--- config.mk ---
export PLATFORM = sky130hd
export DESIGN_NAME = touch_brush_painter
export DESIGN_NICKNAME = d
export VERILOG_FILES = /design/src/rtl/touch_brush_painter.sv
export SDC_FILE = /design/constraint.sdc
export NUM_CORES = 1
export LEC_CHECK = 0
export ABC_CLOCK_PERIOD_IN_PS = 3800
export CAP_MARGIN = 25
export CORE_MARGIN = 10
export CORE_UTILIZATION = 49
export DETAILED_ROUTE_END_ITERATION = 12
export PLACE_DENSITY = 0.77
export SYNTH_ARGS = -nofsm -noshare
export SYNTH_HDL_FRONTEND = slang
export SYNTH_SLANG_ARGS = --single-unit
export TNS_END_PERCENT = 100
--- constraint.sdc ---
create_clock -name clk -period 3.8 [get_ports clk]
set_input_delay 0.57 -clock clk [delete_from_list [all_inputs] [get_ports clk]]
set_output_delay 0.57 -clock clk [all_outputs]
set_load 0.05 [all_outputs]
--- src/rtl/touch_brush_painter.sv ---
// rtl/touch_brush_painter.sv - clears VRAM, then paints clipped square brushes around touch points
// Define PAINTER_DEDUP_EN to skip repainting a channel whose point has not moved since its last paint.
module touch_brush_painter #(
   parameter int DISPLAY_WIDTH  = 240,
   parameter int DISPLAY_HEIGHT = 320,
   parameter int N_CH           = 2,
   parameter int BRUSH_R        = 1,
   parameter int COLOR_W        = 16,
   localparam int X_W    = $clog2(DISPLAY_WIDTH),
   localparam int Y_W    = $clog2(DISPLAY_HEIGHT),
   localparam int ADDR_W = $clog2(DISPLAY_WIDTH * DISPLAY_HEIGHT)
) (
   input  logic                    clk,
   input  logic                    rst,
   input  logic                    clear_req,
   input  logic [COLOR_W-1:0]      bg_color,
   input  logic [N_CH-1:0]         touch_valid,
   input  logic [N_CH*X_W-1:0]     touch_x,
   input  logic [N_CH*Y_W-1:0]     touch_y,
   input  logic [N_CH*COLOR_W-1:0] ch_color,
   output logic                    vram_wr_ena,
   output logic [ADDR_W-1:0]       vram_wr_addr,
   output logic [COLOR_W-1:0]      vram_wr_data,
   output logic                    clearing,
   output logic                    busy
);

   localparam int CH_W  = (N_CH > 1) ? $clog2(N_CH) : 1;
   localparam int OFF_W = 4;
   localparam logic [ADDR_W-1:0]   LAST_ADDR = ADDR_W'(DISPLAY_WIDTH * DISPLAY_HEIGHT - 1);
   localparam logic [OFF_W-1:0]    SPAN      = OFF_W'(2 * BRUSH_R);
   localparam logic signed [X_W:0] X_LIM     = (X_W+1)'(DISPLAY_WIDTH);
   localparam logic signed [Y_W:0] Y_LIM     = (Y_W+1)'(DISPLAY_HEIGHT);

   typedef enum logic [1:0] {S_CLEAR, S_IDLE, S_PAINT} state_t;

   state_t state, next_state;

   logic [ADDR_W-1:0]  clr_cnt;
   logic [CH_W-1:0]    rr_ptr, cur_ch;
   logic [X_W-1:0]     cx, st_x;
   logic [Y_W-1:0]     cy, st_y;
   logic [COLOR_W-1:0] cur_color, st_color;
   logic [OFF_W-1:0]   ox, oy;
   logic               st_valid;

   logic               sel_found, sel_in_range, sel_dup, load_point, skip_ch, paint_last;
   logic [CH_W-1:0]    sel_ch, sel_next, cur_next;
   logic [X_W-1:0]     sel_x;
   logic [Y_W-1:0]     sel_y;
   logic signed [X_W:0] px;
   logic signed [Y_W:0] py;
   logic               pix_ok;
   logic [ADDR_W-1:0]  pix_addr;
   int                 idx;

   // Round-robin scan starting at rr_ptr, wrapping modulo N_CH.
   always_comb begin
      sel_found = 1'b0;
      sel_ch    = '0;
      idx       = 0;
      for (int i = 0; i < N_CH; i++) begin
         idx = int'(rr_ptr) + i;
         if (idx >= N_CH) idx = idx - N_CH;
         if (!sel_found && touch_valid[idx]) begin
            sel_found = 1'b1;
            sel_ch    = CH_W'(idx);
         end
      end
   end

   assign sel_x        = touch_x[int'(sel_ch)*X_W +: X_W];
   assign sel_y        = touch_y[int'(sel_ch)*Y_W +: Y_W];
   assign sel_in_range = (int'(sel_x) < DISPLAY_WIDTH) && (int'(sel_y) < DISPLAY_HEIGHT);
   assign sel_next     = (int'(sel_ch) == N_CH - 1) ? '0 : sel_ch + 1'b1;
   assign cur_next     = (int'(cur_ch) == N_CH - 1) ? '0 : cur_ch + 1'b1;

   // Clip in signed space before any address is formed, so off-screen offsets never alias.
   assign px       = {1'b0, cx} + (X_W+1)'(ox) - (X_W+1)'(BRUSH_R);
   assign py       = {1'b0, cy} + (Y_W+1)'(oy) - (Y_W+1)'(BRUSH_R);
   assign pix_ok   = !px[X_W] && (px < X_LIM) && !py[Y_W] && (py < Y_LIM);
   assign pix_addr = ADDR_W'(st_y) * ADDR_W'(DISPLAY_WIDTH) + ADDR_W'(st_x);
   assign paint_last = (ox == SPAN) && (oy == SPAN);

`ifdef PAINTER_DEDUP_EN
   logic [X_W-1:0]  last_x [N_CH];
   logic [Y_W-1:0]  last_y [N_CH];
   logic [N_CH-1:0] last_ok;

   assign sel_dup = last_ok[sel_ch] && (last_x[sel_ch] == sel_x) && (last_y[sel_ch] == sel_y);

   always_ff @(posedge clk or negedge rst) begin
      if (!rst) begin
         last_ok <= '0;
         for (int i = 0; i < N_CH; i++) begin
            last_x[i] <= '0;
            last_y[i] <= '0;
         end
      end else if (state == S_CLEAR) begin
         last_ok <= '0;
      end else if (load_point) begin
         last_ok[sel_ch] <= 1'b1;
         last_x[sel_ch]  <= sel_x;
         last_y[sel_ch]  <= sel_y;
      end
   end
`else
   assign sel_dup = 1'b0;
`endif

   always_ff @(posedge clk or negedge rst) begin
      if (!rst) state <= S_CLEAR;
      else      state <= next_state;
   end

   always_comb begin
      next_state = state;
      load_point = 1'b0;
      skip_ch    = 1'b0;
      case (state)
         S_CLEAR: if (clr_cnt == '0) next_state = S_IDLE;
         S_IDLE: begin
            if (clear_req) begin
               next_state = S_CLEAR;
            end else if (sel_found) begin
               if (sel_in_range && !sel_dup) begin
                  load_point = 1'b1;
                  next_state = S_PAINT;
               end else begin
                  skip_ch = 1'b1;
               end
            end
         end
         S_PAINT: begin
            if (clear_req)       next_state = S_CLEAR;
            else if (paint_last) next_state = S_IDLE;
         end
         default: next_state = S_CLEAR;
      endcase
   end

   always_ff @(posedge clk or negedge rst) begin
      if (!rst) begin
         clr_cnt      <= LAST_ADDR;
         rr_ptr       <= '0;
         cur_ch       <= '0;
         cx           <= '0;
         cy           <= '0;
         cur_color    <= '0;
         ox           <= '0;
         oy           <= '0;
         st_valid     <= 1'b0;
         st_x         <= '0;
         st_y         <= '0;
         st_color     <= '0;
         vram_wr_ena  <= 1'b0;
         vram_wr_addr <= '0;
         vram_wr_data <= '0;
         clearing     <= 1'b1;
         busy         <= 1'b1;
      end else begin
         clr_cnt <= (state == S_CLEAR) ? clr_cnt - 1'b1 : LAST_ADDR;

         if (load_point) begin
            cx        <= sel_x;
            cy        <= sel_y;
            cur_ch    <= sel_ch;
            cur_color <= ch_color[int'(sel_ch)*COLOR_W +: COLOR_W];
            ox        <= '0;
            oy        <= '0;
         end else if (state == S_PAINT) begin
            if (ox == SPAN) begin
               ox <= '0;
               oy <= oy + 1'b1;
            end else begin
               ox <= ox + 1'b1;
            end
         end

         if (skip_ch) rr_ptr <= sel_next;
         else if (state == S_PAINT && !clear_req && paint_last) rr_ptr <= cur_next;

         // One-deep pixel stage; an abort drops the next pixel but lets the staged one land.
         st_valid <= (state == S_PAINT) && !clear_req && pix_ok;
         st_x     <= px[X_W-1:0];
         st_y     <= py[Y_W-1:0];
         st_color <= cur_color;

         if (state == S_CLEAR) begin
            vram_wr_ena  <= 1'b1;
            vram_wr_addr <= clr_cnt;
            vram_wr_data <= bg_color;
         end else begin
            vram_wr_ena <= st_valid;
            if (st_valid) begin
               vram_wr_addr <= pix_addr;
               vram_wr_data <= st_color;
            end
         end

         clearing <= (next_state == S_CLEAR);
         busy     <= (next_state != S_IDLE);
      end
   end

endmodule

==> impl_metrics.toml <==
[status]
status = "complete, no violations"

[setup_path]
slowest_stage = "fa_1"
cp_top_family = "adder cells"
critPathCaptureType = "flip-flop"
crit_type = "reg -> reg"
cp.arrival_ns = 3.88
critical_path_buf_inv_count = 2
worstPathCellList = "fa_1, inv_1, fa_1, inv_1, fa_2, ha_1, a21oi_1, nor3b_2, o2111ai_2, and4bb_2, xnor2_1, o22ai_1"
cpPeakStageDelay_ns = 0.58
required_ns = 4.08
critical_path.max_fanout = 4
start_kind = "flip-flop"

[drt]
drc = 0
drtIter0Drc = 324
routed_wl_um = 16600
viasPerCell = 5.17
vias = 5543
routedWlPerCell_um = 15.5
drtPass1Iterations = 5
antenna_left = 0

[global_routing]
grt_max_degree = 128
grt_pass1_vias = 5648
antenna_found_initial = 0
grt_pass1_wl_um = 27400
grt-ovfl-total = 0
track_usage_pct = 16.7

[synth]
synthFlopType = "dfrtp_1"
ys_ff_latch = 132
synth_edf_count = 0
ys_types = 55
synth_nets = 900
syn_avg_cell_area_um2 = 9.95
syn-cell-area_um2 = 7460
synthCells = 749
yosysSeqAreaShare_pct = 44.6
async_reset_ff_share_pct = 100
yosysWarningCount = 0

[placement]
gp_congestion = 0.857
place_area_um2 = 8880
hpwl_um = 12400
numPortBuffers = 122
post-place-cells = 1038

[final_layout]
finish.instance_area_um2 = 9530
nNetsFinal = 1022
drive_gt1_share_pct = 9.73
syn2layout_area_growth_pct = 27.8
antenna_cells = 0
fillers = 1218
final_util_pct = 63.4
instances_no_fill = 1072

[sta]
slew_headroom_pct = 46.3
setup_viol_count_final = 0
worstMarginPinSlew_ns = 0.804
fin_crit_ns = 3.61
fin_skew_ns = 0.0102
maxSlewViolCount = 0
finalHoldViolCount = 0
fin_setup_tns_ns = 0
timing.fmax_mhz = 277
fin_crit_sh_pct = 94.9

[clocking]
cts_htree_levels = 4
path_clk_slew_ns = 0.06
cts_tree = "built"
ctsLongestPathBuffers = 2
worstSkewPairLatency_ns = 0.42
cts_root_buffer = "clkbuf_16"
cts_sinks = 132
cts_buffers = 17

[pwr]
pwr_density_cell_nw_per_um2 = 1080
p_leak_nw = 4.42
vdd_ir_drop_max_mv = 1.07

[job]
cap_violations = 0

[die]
ioPinCount = 123
floorplan.rows = 45
die_w_um = 143
die_h_um = 143
initial_utilization_pct = 49.6
dieArea_um2 = 20600
fp.coreArea_um2 = 15000

[hold_path]
hp-class = "reg -> reg"
[synthesized netlist by cell type (all sizes together) (5+ instances only)]
cell    number  area share, %
nor2b        5           0.42
inv         85            4.3
clkbuf      23            1.2
a21o        10            1.0
nor3        11           0.89
or3          6           0.72
nand2       53            2.7
mux2i       59            7.9
dfrtp      117             39
fa          18            4.8
dfstp       15            5.3
xnor2       36            4.2
xor2         6           0.70
a21oi       62            4.2
nor2        65            3.3
nor4         7           0.67
ha          46            7.7
nand3        9           0.60
o21ai       45            3.0
buf          5           0.40
or2          7           0.59
and3        10           0.84
[kinds of logic (layout without fill, tap and decap cells)]
| kind of cell | Yosys count | in the layout | share of synthesized area (%) |
|---|---|---|---|
| AOI/OAI and AO/OA | 148 | 148 | 11.7 |
| and+or+nand+nor | 191 | 191 | 12.5 |
| adders and majority gates | 64 | 64 | 12.6 |
| muxes | 59 | 59 | 7.92 |
| buffers and inverters | 113 | 248 | 5.84 |
| xor gates and xnor gates | 42 | 42 | 4.93 |
| DFF | 132 | 132 | 44.6 |
[timing repair]
| item | 4_1_cts | 5_1_grt |
|---|---|---|
| hold buffers | 1 | 0 |
| endpoints found under the setup margin | 0 | 5 |
| endpoints found under the hold margin | 5 | 0 |
| setup buffers | 0 | 1 |
| resized for setup | 0 | 11 |
[metal layers]
| layer | up-vias | share of wire (%) | track usage [%] |
|---|---|---|---|
| met5 | - | 0 | 0 |
| met4 | 0 | 1.5 | 5.37 |
| met3 | 18 | 3.7 | 4.29 |
| met2 | 94 | 51 | 28.9 |
| met1 | 2659 | 43 | 19.9 |
| li1 | 2772 | - | - |
[per-stage QoR]
stage / setup slack (ns) / power, mW / hold WS [ns]
after detailed placement: 0.134 / 8.17 / 0.361
final: 0.194 / 10.3 / 0.371
after CTS: 0.0565 / 9.89 / 0.373
after floorplan: 0.287 / 6.80 / 0.274
after global placement: 0.176 / 8.00 / 0.356
after global routing: -0.0215 / 11.2 / 0.379
[power breakdown]
part,internal (mW),switching [mW]
Combinational,3.09,3.77
Clock,1.00,0.607
Sequential,1.68,0.178
Total,5.77,4.56
[worst register-to-register path, stage by stage (launching register included)]
cell	delay (ns)
dfrtp_1	0.42
fa_1	0.58
inv_1	0.06
fa_1	0.43
inv_1	0.10
fa_2	0.44
ha_1	0.35
a21oi_1	0.14
nor3b_2	0.24
o2111ai_2	0.17
and4bb_2	0.34
xnor2_1	0.11
o22ai_1	0.09
[worst paths after layout]
path | startpoint | to | slack [ns] | cells past startpoint
setup / recovery | st_y[0] | vram_wr_addr[16] | 0.19 | 12
hold / removal | cur_color[3] | st_color[3] | 0.37 | 0
setup reg to reg | st_y[0] | vram_wr_addr[16] | 0.19 | 12
hold reg to reg | cur_color[3] | st_color[3] | 0.37 | 0
max in group asynchronous | rst | vram_wr_addr[13] | 2.41 | 3
min in group asynchronous | rst | vram_wr_data[7] | 0.50 | 2
[cells in the final DEF, fill, tap and decap left out, types with 3 or more instances in the layout]
cell type,synthesis,final
or3_4,3,3
xnor2_1,36,36
inv_1,85,82
or2_2,7,7
nand3_1,9,9
inv_2,0,3
nor3_1,10,10
clkinv_4,0,3
nor2b_1,5,5
a31o_2,4,4
buf_4,0,8
dfstp_2,15,15
dfrtp_1,117,117
clkinv_2,0,3
clkbuf_16,0,17
nand2b_1,4,4
o21ai_0,45,44
a21o_1,10,10
o211ai_1,4,4
a21oi_1,62,62
nor4_1,6,6
nand4_1,4,4
nand2_1,53,53
mux2i_1,59,59
fa_1,18,17
and3_1,10,10
ha_1,46,45
clkdlybuf4s50_1,0,121
xor2_1,6,5
nor2_1,65,64
[layout make-up]
class / instances / area (um2) / area share [%]
flip-flops and latches: 132 / 3320 / 34.9
inverters: 85 / 319 / 3.35
clock inverters: 11 / 128 / 1.34
clock buffers: 21 / 460 / 4.83
repair buffers: 131 / 1300 / 13.7
well taps: 188 / 235 / 2.47
multi-input cells: 504 / 3770 / 39.5
[sequential cells by signal, summed over array words and instances, names as in the netlist, 8 cells and up]
signal / flops
clr_cnt: 17
cur_color: 16
cx: 8
cy: 9
st_color: 16
st_x: 8
st_y: 9
vram_wr_addr: 17
vram_wr_data: 16
(Power assumes the default switching activity.)
